<file path="src/rtl/ofm_rd_addr_controller_pkg.sv">
// Shared definitions for the OFM address controllers: FSM encoding and
// geometry helpers for the channel-planar OFM layout.
package ofm_rd_addr_controller_pkg;

  typedef enum logic [1:0] {
    ST_IDLE     = 2'd0,
    ST_ISSUE    = 2'd1,
    ST_TILE_END = 2'd2,
    ST_DONE     = 2'd3
  } ofm_rd_state_e;

  function automatic int unsigned plane_words(input int unsigned ofm_size);
    return ofm_size * ofm_size;
  endfunction

  function automatic int unsigned tile_count(input int unsigned ofm_size,
                                             input int unsigned systolic_size);
    return plane_words(ofm_size) / systolic_size;
  endfunction

  function automatic int unsigned cnt_width(input int unsigned n);
    return (n > 1) ? $clog2(n) : 1;
  endfunction

endpackage

</file>
<file path="src/rtl/ofm_rd_addr_controller.sv">
// Reads back an OFM block of SYSTOLIC_SIZE channel planes, one address per
// channel per tile, over a valid/ready handshake with registered outputs.
module ofm_rd_addr_controller
  import ofm_rd_addr_controller_pkg::*;
#(
  parameter int unsigned           SYSTOLIC_SIZE = 16,
  parameter int unsigned           OFM_SIZE      = 32,
  parameter int unsigned           ADDR_WIDTH    = 22,
  parameter logic [ADDR_WIDTH-1:0] START_ADDR    = '0
) (
  input  logic                  clk,
  input  logic                  rst_n,
  input  logic                  start,
  input  logic                  rd_ready,
  output logic [ADDR_WIDTH-1:0] rd_addr,
  output logic                  rd_valid,
  output logic                  tile_last,
  output logic                  frame_last,
  output logic                  busy,
  output logic                  done
);

  localparam int unsigned PLANE  = plane_words(OFM_SIZE);
  localparam int unsigned TILES  = tile_count(OFM_SIZE, SYSTOLIC_SIZE);
  localparam int unsigned CH_W   = cnt_width(SYSTOLIC_SIZE);
  localparam int unsigned TILE_W = cnt_width(TILES);

  localparam logic [CH_W-1:0]       CH_LAST    = CH_W'(SYSTOLIC_SIZE - 1);
  localparam logic [TILE_W-1:0]     TILE_LAST  = TILE_W'(TILES - 1);
  localparam logic [ADDR_WIDTH-1:0] PLANE_INC  = ADDR_WIDTH'(PLANE);
  localparam logic [ADDR_WIDTH-1:0] TILE_INC   = ADDR_WIDTH'(SYSTOLIC_SIZE);
  localparam logic                  SINGLE_CH  = (SYSTOLIC_SIZE == 1);
  localparam logic                  SINGLE_TL  = (TILES == 1);

  ofm_rd_state_e           state_q, state_d;
  logic [ADDR_WIDTH-1:0]   base_q, base_d;
  logic [ADDR_WIDTH-1:0]   addr_q, addr_d;
  logic [CH_W-1:0]         ch_q, ch_d;
  logic [TILE_W-1:0]       tile_q, tile_d;
  logic                    valid_q, valid_d;
  logic                    tlast_q, tlast_d;
  logic                    flast_q, flast_d;
  logic                    busy_q, busy_d;
  logic                    done_q, done_d;

  logic [CH_W-1:0]         ch_nxt_c;
  logic [TILE_W-1:0]       tile_nxt_c;
  logic [ADDR_WIDTH-1:0]   base_nxt_c;

  assign ch_nxt_c   = ch_q + CH_W'(1);
  assign tile_nxt_c = tile_q + TILE_W'(1);
  assign base_nxt_c = base_q + TILE_INC;

  // State and datapath registers
  always_ff @(posedge clk or negedge rst_n) begin
    if (!rst_n) begin
      state_q <= ST_IDLE;
      base_q  <= START_ADDR;
      addr_q  <= '0;
      ch_q    <= '0;
      tile_q  <= '0;
      valid_q <= 1'b0;
      tlast_q <= 1'b0;
      flast_q <= 1'b0;
      busy_q  <= 1'b0;
      done_q  <= 1'b0;
    end else begin
      state_q <= state_d;
      base_q  <= base_d;
      addr_q  <= addr_d;
      ch_q    <= ch_d;
      tile_q  <= tile_d;
      valid_q <= valid_d;
      tlast_q <= tlast_d;
      flast_q <= flast_d;
      busy_q  <= busy_d;
      done_q  <= done_d;
    end
  end

  // Next-state; flags are computed for the address being loaded, so they
  // register alongside it.
  always_comb begin
    state_d = state_q;
    base_d  = base_q;
    addr_d  = addr_q;
    ch_d    = ch_q;
    tile_d  = tile_q;
    valid_d = valid_q;
    tlast_d = tlast_q;
    flast_d = flast_q;
    busy_d  = busy_q;
    done_d  = 1'b0;

    unique case (state_q)
      ST_IDLE: begin
        valid_d = 1'b0;
        busy_d  = 1'b0;
        if (start) begin
          state_d = ST_ISSUE;
          base_d  = START_ADDR;
          addr_d  = START_ADDR;
          ch_d    = '0;
          tile_d  = '0;
          valid_d = 1'b1;
          busy_d  = 1'b1;
          tlast_d = SINGLE_CH;
          flast_d = SINGLE_CH && SINGLE_TL;
        end
      end

      ST_ISSUE: begin
        if (rd_ready) begin
          if (ch_q != CH_LAST) begin
            ch_d    = ch_nxt_c;
            addr_d  = addr_q + PLANE_INC;
            tlast_d = (ch_nxt_c == CH_LAST);
            flast_d = (ch_nxt_c == CH_LAST) && (tile_q == TILE_LAST);
          end else begin
            valid_d = 1'b0;
            tlast_d = 1'b0;
            flast_d = 1'b0;
            if (tile_q != TILE_LAST) begin
              state_d = ST_TILE_END;
            end else begin
              state_d = ST_DONE;
              done_d  = 1'b1;
            end
          end
        end
      end

      ST_TILE_END: begin
        state_d = ST_ISSUE;
        base_d  = base_nxt_c;
        addr_d  = base_nxt_c;
        tile_d  = tile_nxt_c;
        ch_d    = '0;
        valid_d = 1'b1;
        tlast_d = SINGLE_CH;
        flast_d = SINGLE_CH && (tile_nxt_c == TILE_LAST);
      end

      ST_DONE: begin
        state_d = ST_IDLE;
        busy_d  = 1'b0;
      end

      default: state_d = ST_IDLE;
    endcase
  end

  assign rd_addr    = addr_q;
  assign rd_valid   = valid_q;
  assign tile_last  = tlast_q;
  assign frame_last = flast_q;
  assign busy       = busy_q;
  assign done       = done_q;

endmodule

</file>
<file path="config.mk">
export PLATFORM = sky130hd
export DESIGN_NAME = ofm_rd_addr_controller
export DESIGN_NICKNAME = d
export VERILOG_FILES = /design/src/rtl/ofm_rd_addr_controller_pkg.sv /design/src/rtl/ofm_rd_addr_controller.sv
export SDC_FILE = /design/constraint.sdc
export NUM_CORES = 1
export LEC_CHECK = 0
export CAP_MARGIN = 15
export CORE_ASPECT_RATIO = 0.8
export CORE_MARGIN = 5
export CORE_UTILIZATION = 30
export CTS_CLUSTER_DIAMETER = 100
export DETAILED_ROUTE_END_ITERATION = 6
export DONT_BUFFER_PORTS = 1
export MAX_ROUTING_LAYER = met4
export PLACE_DENSITY = 0.49
export SETUP_SLACK_MARGIN = 0.3
export SYNTH_ARGS = -nofsm -noshare
export SYNTH_HDL_FRONTEND = slang
export SYNTH_SLANG_ARGS = --single-unit
export TNS_END_PERCENT = 100
</file>
<file path="constraint.sdc">
create_clock -name clk -period 2.5 [get_ports clk]
set_clock_uncertainty 0.1 [all_clocks]
set_input_delay 0.25 -clock clk [delete_from_list [all_inputs] [get_ports clk]]
set_output_delay 0.25 -clock clk [all_outputs]
set_load 0.05 [all_outputs]
</file>
==> results.yml, run 1 <==
outcome:
  outcome: "finished clean"
placement:
  gp_congestion: 0.792
  dp_hpwl_microns: 5250
  io_buffers: 0
job:
  maxCapViolCount: 0
critical_path:
  crit_path_top_delay_cell: "dfrtp_1"
  regToRegEndpoint: "rd_addr[20]"
  crit_path_max_fanout: 8
  criticalPathCategory: "flop to flop"
  path_depth: 8
  r2r_start: "state_q[0]"
  critical-path-top-delay-family: "simple AND/OR/NAND/NOR gates"
  critPathLaunchType: "flop"
  worst-path-buf-inv: 2
  cp_data_arrival_time_ps: 2230
  cpPeakStageDelay_ps: 400
  crit_path_end_kind: "flop"
  cp-endpoint: "rd_addr[20]"
  r2r_cells: 8
  worstSetupStartpoint: "state_q[0]"
  required_ps: 2610
  r2r_setup_slack_ps: 390
  crit_chain: "buf_4 > ha_1 > nor2b_2 > or3_4 > nor3_4 > buf_12 > nand4_1 > o221ai_1"
power:
  p_clk_share_pct: 30.3
  pwr-share-comb_pct: 34.5
  vdd_drop_max_uv: 347
  power_density_nw_per_um2: 824
  p_sw_share_pct: 37.0
  pwr-share-seq_pct: 35.2
  power_mw: 2.98
  p_int_mw: 1.88
  switching_power_mw: 1.10
  p_leak_nw: 1.50
logic_synthesis:
  synthCells: 341
  synth_warnings: 0
  yosysTopAreaCell: "dfrtp_1"
  synth-seq-cells: 53
  synth_edf_count: 0
  mappedNetlistArea_sq_um: 3080
  ys_types: 50
  yosys.area.top_type_share_pct: 43.1
  synthTopCellsByCount: "60 x nand2_1, 53 x dfrtp_1, 35 x o21ai_0"
  synth_area_leaders: "dfrtp_1 43%, nand2_1 7.3%, o21ai_0 5.7%, ha_1 3.7%, mux2i_1 2.9%"
  async_flop_share_pct: 100
  synth_seq_area_share_pct: 43.1
  synth_area_per_cell_sq_um: 9.03
  synthFlopType: "dfrtp_1"
  yosysMostFrequentCell: "nand2_1"
clock_network:
  numCtsBuffers: 5
  path_clk_slew_ps: 70
  ctsLongestPathBuffers: 2
  clk-insertion-delay-late_ps: 300
  htree_num_levels: 2
  clock_sinks: 53
  cts_tree: "built"
  root_buffer: "clkbuf_16"
layout:
  ff_latch_area_sq_um: 1330
  antenna_cells: 0
  fillers: 1056
  drive_gt1_share_pct: 14.6
  area_growth_pct: 17.5
  finalNetCount: 369
  multi_input_area_sq_um: 1660
timing:
  period_share_pct: 84.5
  period_needed_ps: 2110
  finalSetupViolations: 0
  slew_headroom_pct: 58.0
  max_freq_mhz: 473
  fin_setup_tns_ps: 0
  tightest_slew_ps: 631
  rsz0062_at_grt: "false"
  maxSlewViolCount: 0
  hold_viol: 0
floorplanning:
  start_util_pct: 30.3
  die_h_microns: 101
  fp.dieW_microns: 123
  pin_count: 31
  row_count: 33
  core_sq_um: 10200
  dieArea_sq_um: 12400
global_route:
  grt_overflow_total: 0
  grt_pass1_wl_microns: 12400
  grt_pass1_vias: 2353
  grt_usage_pct: 13.0
  grt_max_degree: 54
  antenna_found_initial: 0
drt:
  first_pass_iters: 4
  wirelength_microns: 7400
  viasPerCell: 4.85
  drtAntennaViolNets: 0
  detail_route.drc_violations: 0
  vias: 2412
  avgRoutedWirePerCell_microns: 14.9
  dr.first_iter.drc_count: 152
min_path:
  hold_class: "input pin to flop"
## stage by stage
| step | cells | util, % | worst slack, ps | area (sq um) | hold slack (ps) |
|---|---|---|---|---|---|
| 2_1_floorplan | 344 | - | 305 | 3090 | -146 |
| 3_3_place_gp | 482 | 32.5 | 300 | 3300 | -144 |
| 3_5_place_dp | 482 | 32.5 | 246 | 3300 | -144 |
| 4_1_cts | 495 | 35.1 | 307 | 3570 | 2.66 |
| 5_1_grt | 497 | 35.6 | 296 | 3620 | 22.7 |
| 6_report | 497 | 35.6 | 387 | 3620 | 4.73 |
## worst register-to-register path, delay by kind of cell (launching register included)
kind / cells / cell delay [ps]
compound gates: 1 / 220
fa+ha+maj: 1 / 200
simple gates: 4 / 820
flops: 1 / 400
buf+inv: 2 / 290
## layout make-up
cell class	count	area share [%]
multi-input combinational	263	45.9
sequential	53	36.7
timing repair buffer	26	6.54
tap	140	4.84
clock buffer	5	3.46
clock inverter	3	1.80
inverter	7	0.727
## cell families (layout without fill, tap and decap cells)
logic type	after synthesis	count (layout)	share of synthesized area (%)
mux	11	11	3.66
simple gates	138	138	22.8
xor+xnor	15	15	4.27
flops	53	53	43.1
fa+ha+maj	9	9	3.66
buf+inv	28	41	4.39
compound gates	86	86	18.0
other cells	1	4	0.122
## placed cells by master, fill, tap and decap left out, types with 4 or more instances in the layout
| master | n |
|---|---|
| a21oi_1 | 12 |
| a22o_1 | 6 |
| a31oi_1 | 5 |
| and2_1 | 4 |
| and3_1 | 6 |
| buf_4 | 21 |
| clkbuf_16 | 5 |
| conb_1 | 4 |
| dfrtp_1 | 51 |
| ha_1 | 7 |
| inv_1 | 7 |
| mux2i_1 | 9 |
| nand2_1 | 60 |
| nand2b_1 | 5 |
| nand3_1 | 10 |
| nand4_1 | 5 |
| nor2_1 | 17 |
| nor3_1 | 10 |
| o21ai_0 | 34 |
| o221ai_1 | 10 |
| o31ai_1 | 5 |
| xnor2_1 | 8 |
| xor2_1 | 7 |
## per-layer routing
metal  global-route usage [%]  vias to the layer above  wire, microns
li1                         -                     1236              -
met1                     18.2                     1127           3820
met2                     19.1                       44           3190
met3                     3.20                        5            330
met4                     3.06                        0             61
met5                        -                        -              0
## registers in the layout (all words and copies together), names as in the netlist, 2 cells and up
signal / count
base_q: 18
ch_q: 4
rd_addr: 18
state_q: 2
tile_q: 6
## timing repair
action,4_1_cts,5_1_grt
hold buffers,3,0
gates resized for setup,0,10
endpoints found under the setup margin,5,12
buffers inserted,2,2
pin swaps,1,4
hold endpoints to repair,54,0
## how the worst min path moves through the flow
stage	from	cells after the start	endpoint	slack (ps)
4_1_cts	start	2	rd_valid	3
3_3_place_gp	rst_n	0	ch_q[2]	-140
3_5_place_dp	rst_n	0	ch_q[2]	-140
2_1_floorplan	rst_n	0	base_q[10]	-150
6_report	start	2	rd_valid	5
5_1_grt	start	2	rd_valid	20
## power by group through the flow
| stage | registers [mW] | clock network [mW] | logic [mW] |
|---|---|---|---|
| floorplan | 1.12 | 0 | 0.592 |
| global placement | 1.07 | 0 | 0.909 |
| detailed placement | 1.07 | 0 | 0.920 |
| CTS | 1.05 | 0.930 | 1.00 |
| global route | 1.06 | 0.968 | 1.14 |
| finish | 1.05 | 0.902 | 1.03 |
Power figures use the tool's default switching activity.
==> run 2, diff against run 1 <==
- ABC_AREA: unset -> 1
- PLACE_DENSITY: 0.49 -> 0.5
- clock period: 2.5 -> 1.8 ns (I/O delays scaled with it)
==> run 2 against run 1 <==
Largest power group is now combinational logic. First-iteration DRC count decreased by 20%. Clock power up 5.1%. Critical path type unchanged. The flow now finishes with violations (hold timing). Largest cell class unchanged. Worst hold slack lost 530 ps. Global-route usage up 0.48 points. Fmax grew 25%. Wire length grew 7.6%. Sequential power rose by 52%. Die area decreased by 0.59%.
==> results.yml, run 2 <==
min_path:
  hold_class: "input pin to async pin"
outcome:
  violations: "hold timing"
  outcome: "finished with violations"
floorplanning:
  fp.dieW_microns: 123
  die_h_microns: 100
  pin_count: 31
  dieArea_sq_um: 12300
  row_count: 33
  core_sq_um: 10100
  start_util_pct: 30.2
critical_path:
  crit_path_max_fanout: 6
  r2r_cells: 9
  required_ps: 1910
  r2r_setup_slack_ps: 110
  r2r_start: "state_q[0]"
  critPathLaunchType: "flop"
  crit_path_end_kind: "flop"
  criticalPathCategory: "flop to flop"
  cp_data_arrival_time_ps: 1810
  regToRegEndpoint: "rd_addr[12]"
layout:
  utilization_pct: 39.3
  fillers: 1036
  layout_common_cells: "107 x nand2_1, 41 x dfrtp_1, 32 x nor2_1, 32 x buf_4, 30 x inv_1"
  area_growth_pct: 30.0
  antenna_cells: 0
  drive_gt1_share_pct: 29.5
  final_common_cell: "nand2_1"
  finalNetCount: 463
logic_synthesis:
  synth_warnings: 0
  yosysTopAreaCell: "dfrtp_1"
  synth_edf_count: 0
  synth-seq-cells: 53
  synthCells: 409
  synth_seq_area_share_pct: 43.4
  mappedNetlistArea_sq_um: 3060
  yosysMostFrequentCell: "nand2_1"
  synth_area_per_cell_sq_um: 7.48
  ys_types: 34
  synthTopCellsByCount: "127 x nand2_1, 53 x dfrtp_1, 37 x nor2_1"
  yosys.area.top_type_share_pct: 43.4
  synthFlopType: "dfrtp_1"
  synth_area_leaders: "dfrtp_1 43%, nand2_1 16%, o21ai_0 5.2%, nand3_1 4.9%, nor2_1 4.5%"
  async_flop_share_pct: 100
timing:
  fin_setup_tns_ps: 0
  period_share_pct: 94.1
  maxSlewViolCount: 0
  hold_slack_ps: -523
  rsz0062_at_grt: "true"
  period_needed_ps: 1690
  hold_viol: 53
  tightest_slew_ps: 507
  max_freq_mhz: 590
  finalSetupViolations: 0
  slew_headroom_pct: 66.2
placement:
  gp_congestion: 0.808
  io_buffers: 0
  dp_hpwl_microns: 5460
clock_network:
  clock_sinks: 53
  cts_tree: "built"
  root_buffer: "clkbuf_16"
  ctsLongestPathBuffers: 2
  clk-insertion-delay-late_ps: 290
  htree_num_levels: 2
  path_clk_slew_ps: 70
  numCtsBuffers: 5
  hold_buffers: 1
global_route:
  grt_pass1_wl_microns: 13000
  antenna_found_initial: 0
  grt_overflow_total: 0
  grt_max_degree: 54
  grt_pass1_vias: 2606
  grt_usage_pct: 13.5
drt:
  detail_route.drc_violations: 0
  avgRoutedWirePerCell_microns: 13.5
  vias: 2727
  viasPerCell: 4.61
  wirelength_microns: 7970
  drtAntennaViolNets: 0
  first_pass_iters: 4
  dr.first_iter.drc_count: 122
power:
  power_density_nw_per_um2: 1300
  vdd_drop_max_uv: 846
  p_leak_nw: 1.76
job:
  maxCapViolCount: 0
-- run 2: cell count changes in the layout (fill, tap and decap cells not counted), sizes merged, moves of 6 or more --
cell,delta
nor3,-9
nor2,+27
nand2,+76
o21ai,+9
mux2i,-9
inv,+31
nand3,+19
xor2,-7
o21bai,+6
o221ai,-9
buf,+16
-- run 2: cell type report --
type / instances / area [sq um] / area share (%)
tap: 140 / 175 / 4.41
inverter: 39 / 165 / 4.16
clock inverter: 2 / 10.0 / 0.252
timing repair inverter: 1 / 11.3 / 0.283
timing repair buffer: 42 / 383 / 9.63
sequential: 53 / 1340 / 33.8
clock buffer: 6 / 129 / 3.24
multi-input combinational: 308 / 1760 / 44.3
-- run 2: routing by layer --
layer	vias to the layer above	global-route usage (%)	wire length [microns]
met5	-	-	0
met4	0	3.18	116
met1	1264	19.1	3980
li1	1411	-	-
met2	39	20.0	3540
met3	13	2.59	326
-- run 2: metrics by stage --
stage	total power, mW	setup WS (ps)	cell area, sq um	instances
final	5.16	106	3970	591
after global routing	5.48	37.9	3970	591
after CTS	4.42	158	3630	574
after detailed placement	3.18	77.9	3360	558
after global placement	3.16	114	3360	558
after floorplan	2.80	249	3150	412
-- run 2: cell families (layout without fill, tap and decap cells) --
logic type	after synthesis	in the layout	share of synthesized area, %
other	1	4	0.123
xor gates and xnor gates	3	3	0.859
adders and majority gates	9	9	3.68
and+or+nand+nor	224	224	32.2
AOI/OAI and AO/OA	68	68	12.4
buffers and inverters	51	90	7.41
DFF	53	53	43.4
-- run 2: how the worst max path moves through the flow --
| stage | from | cells after the start | end | slack [ps] |
|---|---|---|---|---|
| 2_1_floorplan | rd_addr[10] | 8 | rd_addr[20] | 250 |
| 3_5_place_dp | state_q[0] | 9 | rd_addr[15] | 80 |
| 6_report | state_q[0] | 9 | rd_addr[12] | 110 |
| 4_1_cts | state_q[0] | 10 | rd_addr[12] | 160 |
| 5_1_grt | state_q[0] | 10 | rd_addr[18] | 40 |
| 3_3_place_gp | state_q[0] | 9 | rd_addr[15] | 110 |
-- run 2: where the power goes --
| part | internal, mW | switching, mW |
|---|---|---|
| Clock | 0.513 | 0.435 |
| Sequential | 1.34 | 0.259 |
| Combinational | 1.08 | 1.53 |
| Total | 2.94 | 2.22 |
-- run 2: worst max-delay path: stages, from the launching register on --
cell	delay [ps]
dfrtp_2	450
buf_6	130
buf_6	110
ha_4	170
nor2_4	150
nand2_4	80
nor2_4	150
buf_12	150
nand2_2	50
o21ai_1	70
-- run 2: what timing repair did --
action / 4_1_cts / 5_1_grt
hold endpoints to repair: 54 / 53
gates cloned: 0 / 2
resized for setup: 12 / 66
buffers inserted: 7 / 15
pin swaps: 6 / 20
setup endpoints to repair: 44 / 51
==> run 3, diff against run 2 <==
- CTS_BUF_LIST: unset -> sky130_fd_sc_hd__clkbuf_4 sky130_fd_sc_hd__clkbuf_8
==> run 3 against run 2 <==
Utilization is 0.17 points lower. Critical path depth stayed put. Worst hold slack got worse by 31 ps. Highest routed layer unchanged. Via count down 1.1%. Final area decreased by 0.44%. Sequential cell count is the same. Worst setup slack lost 22 ps. The run still ends with hold timing left. Clock-buffer cell count unchanged. Final cell count decreased by 0.17%.
==> results.yml, run 3 (synthesized netlist as in run 2, its figures left out) <==
critical_path:
  crit_path_top_delay_cell: "dfrtp_2"
  cp_data_arrival_time_ps: 1860
  criticalPathCategory: "flop to flop"
  cpPeakStageDelay_ps: 460
  critical-path-top-delay-family: "simple AND/OR/NAND/NOR gates"
  crit_chain: "buf_6 > buf_6 > ha_4 > nor2_4 > nand2_4 > nor2_4 > clkbuf_16 > nand2_2 > nand2_1"
  required_ps: 1950
  worst-path-buf-inv: 3
  crit_path_max_fanout: 6
  crit_path_end_kind: "flop"
  critPathLaunchType: "flop"
layout:
  area_growth_pct: 29.4
  drive_gt1_share_pct: 29.8
  ff_latch_area_sq_um: 1340
  fillers: 1031
  utilization_pct: 39.1
  finalNetCount: 462
  multi_input_area_sq_um: 1790
  antenna_cells: 0
  final_common_cell: "nand2_1"
  layout_common_cells: "106 x nand2_1, 42 x dfrtp_1, 32 x nor2_1, 31 x inv_1, 30 x buf_4"
timing:
  period_needed_ps: 1720
  rsz0062_at_grt: "true"
  maxSlewViolCount: 0
  slew_headroom_pct: 66.2
  tightest_slew_ps: 508
  period_share_pct: 95.3
  max_freq_mhz: 583
  fin_setup_tns_ps: 0
  finalSetupViolations: 0
  hold_slack_ps: -555
  hold_viol: 53
placement:
  gp_congestion: 0.808
  io_buffers: 0
  dp_hpwl_microns: 5460
drt:
  avgRoutedWirePerCell_microns: 13.6
  dr.first_iter.drc_count: 102
  viasPerCell: 4.57
  detail_route.drc_violations: 0
  vias: 2698
  drtAntennaViolNets: 0
  first_pass_iters: 4
  wirelength_microns: 8010
job:
  maxCapViolCount: 0
power:
  vdd_drop_max_uv: 792
  power_density_nw_per_um2: 1260
  p_leak_nw: 1.76
  power_mw: 4.99
global_route:
  grt_overflow_total: 0
  grt_pass1_wl_microns: 13000
  grt_usage_pct: 13.5
  grt_pass1_vias: 2602
  grt_max_degree: 54
  antenna_found_initial: 0
clock_network:
  ctsLongestPathBuffers: 2
  path_clk_slew_ps: 100
  clock_sinks: 53
  clk-insertion-delay-late_ps: 320
  hold_buffers: 1
  numCtsBuffers: 5
  htree_num_levels: 2
  cts_tree: "built"
  root_buffer: "clkbuf_8"
floorplanning:
  start_util_pct: 30.2
  row_count: 33
  die_h_microns: 100
  core_sq_um: 10100
  dieArea_sq_um: 12300
  fp.dieW_microns: 123
  pin_count: 31
min_path:
  hold_class: "input pin to async pin"
outcome:
  outcome: "finished with violations"
  violations: "hold timing"
==> run 3: changes by cell type in the layout (fill, tap and decap cells not counted), moves of 2 or more <==
cell | previous run | this run
o21ai_1 | 19 | 15
nand3_1 | 27 | 25
clkbuf_8 | 0 | 5
clkbuf_16 | 6 | 1
nand3_2 | 4 | 6
o21ai_0 | 19 | 24
buf_4 | 32 | 30
buf_8 | 0 | 2
==> run 3: cell type report <==
class	instances	share of cell area, %
well taps	140	4.43
clock buffers	6	1.93
flip-flops and latches	53	33.9
repair inverters	1	0.285
repair buffers	41	9.77
clock inverters	2	0.253
multi-input cells	308	45.2
inverters	39	4.24
==> run 3: repair_timing <==
item	CTS	global route
pin swaps	5	13
gates resized for setup	17	65
setup endpoints to repair	44	51
endpoints found under the hold margin	54	53
gates cloned	0	2
setup buffers	7	14
==> run 3: path summary, 6_finish.rpt <==
check,start,end,slack [ps],depth (start not counted)
max,state_q[0],rd_addr[10],80,9
min,rst_n,base_q[5],-550,0
max reg2reg,state_q[0],rd_addr[10],80,9
min reg2reg,base_q[21],base_q[21],420,2
max in group asynchronous,rst_n,rd_addr[16],2050,0
min in group clk,start,tile_q[3],50,3
==> run 3: metal layers <==
layer  up-vias  routed length (microns)  track usage [%]
met5         -                        0                -
met4         0                       98             3.61
met3        10                      226             2.48
met2        23                     3630             19.9
met1      1264                     4060             19.2
li1       1401                        -                -
==> run 3: stage by stage <==
step           setup slack [ps]  cells  instance area, sq um
4_1_cts                     163    574                  3600
2_1_floorplan               249    412                  3150
3_5_place_dp               77.9    558                  3360
6_report                   83.8    590                  3960
5_1_grt                    3.99    590                  3960
3_3_place_gp                114    558                  3360
==> run 3: where the power goes <==
| part | switching (mW) | internal, mW | leakage [nW] |
|---|---|---|---|
| sequential | 0.265 | 1.34 | 0.709 |
| clock | 0.412 | 0.287 | 0.0484 |
| combinational | 1.55 | 1.13 | 1.00 |
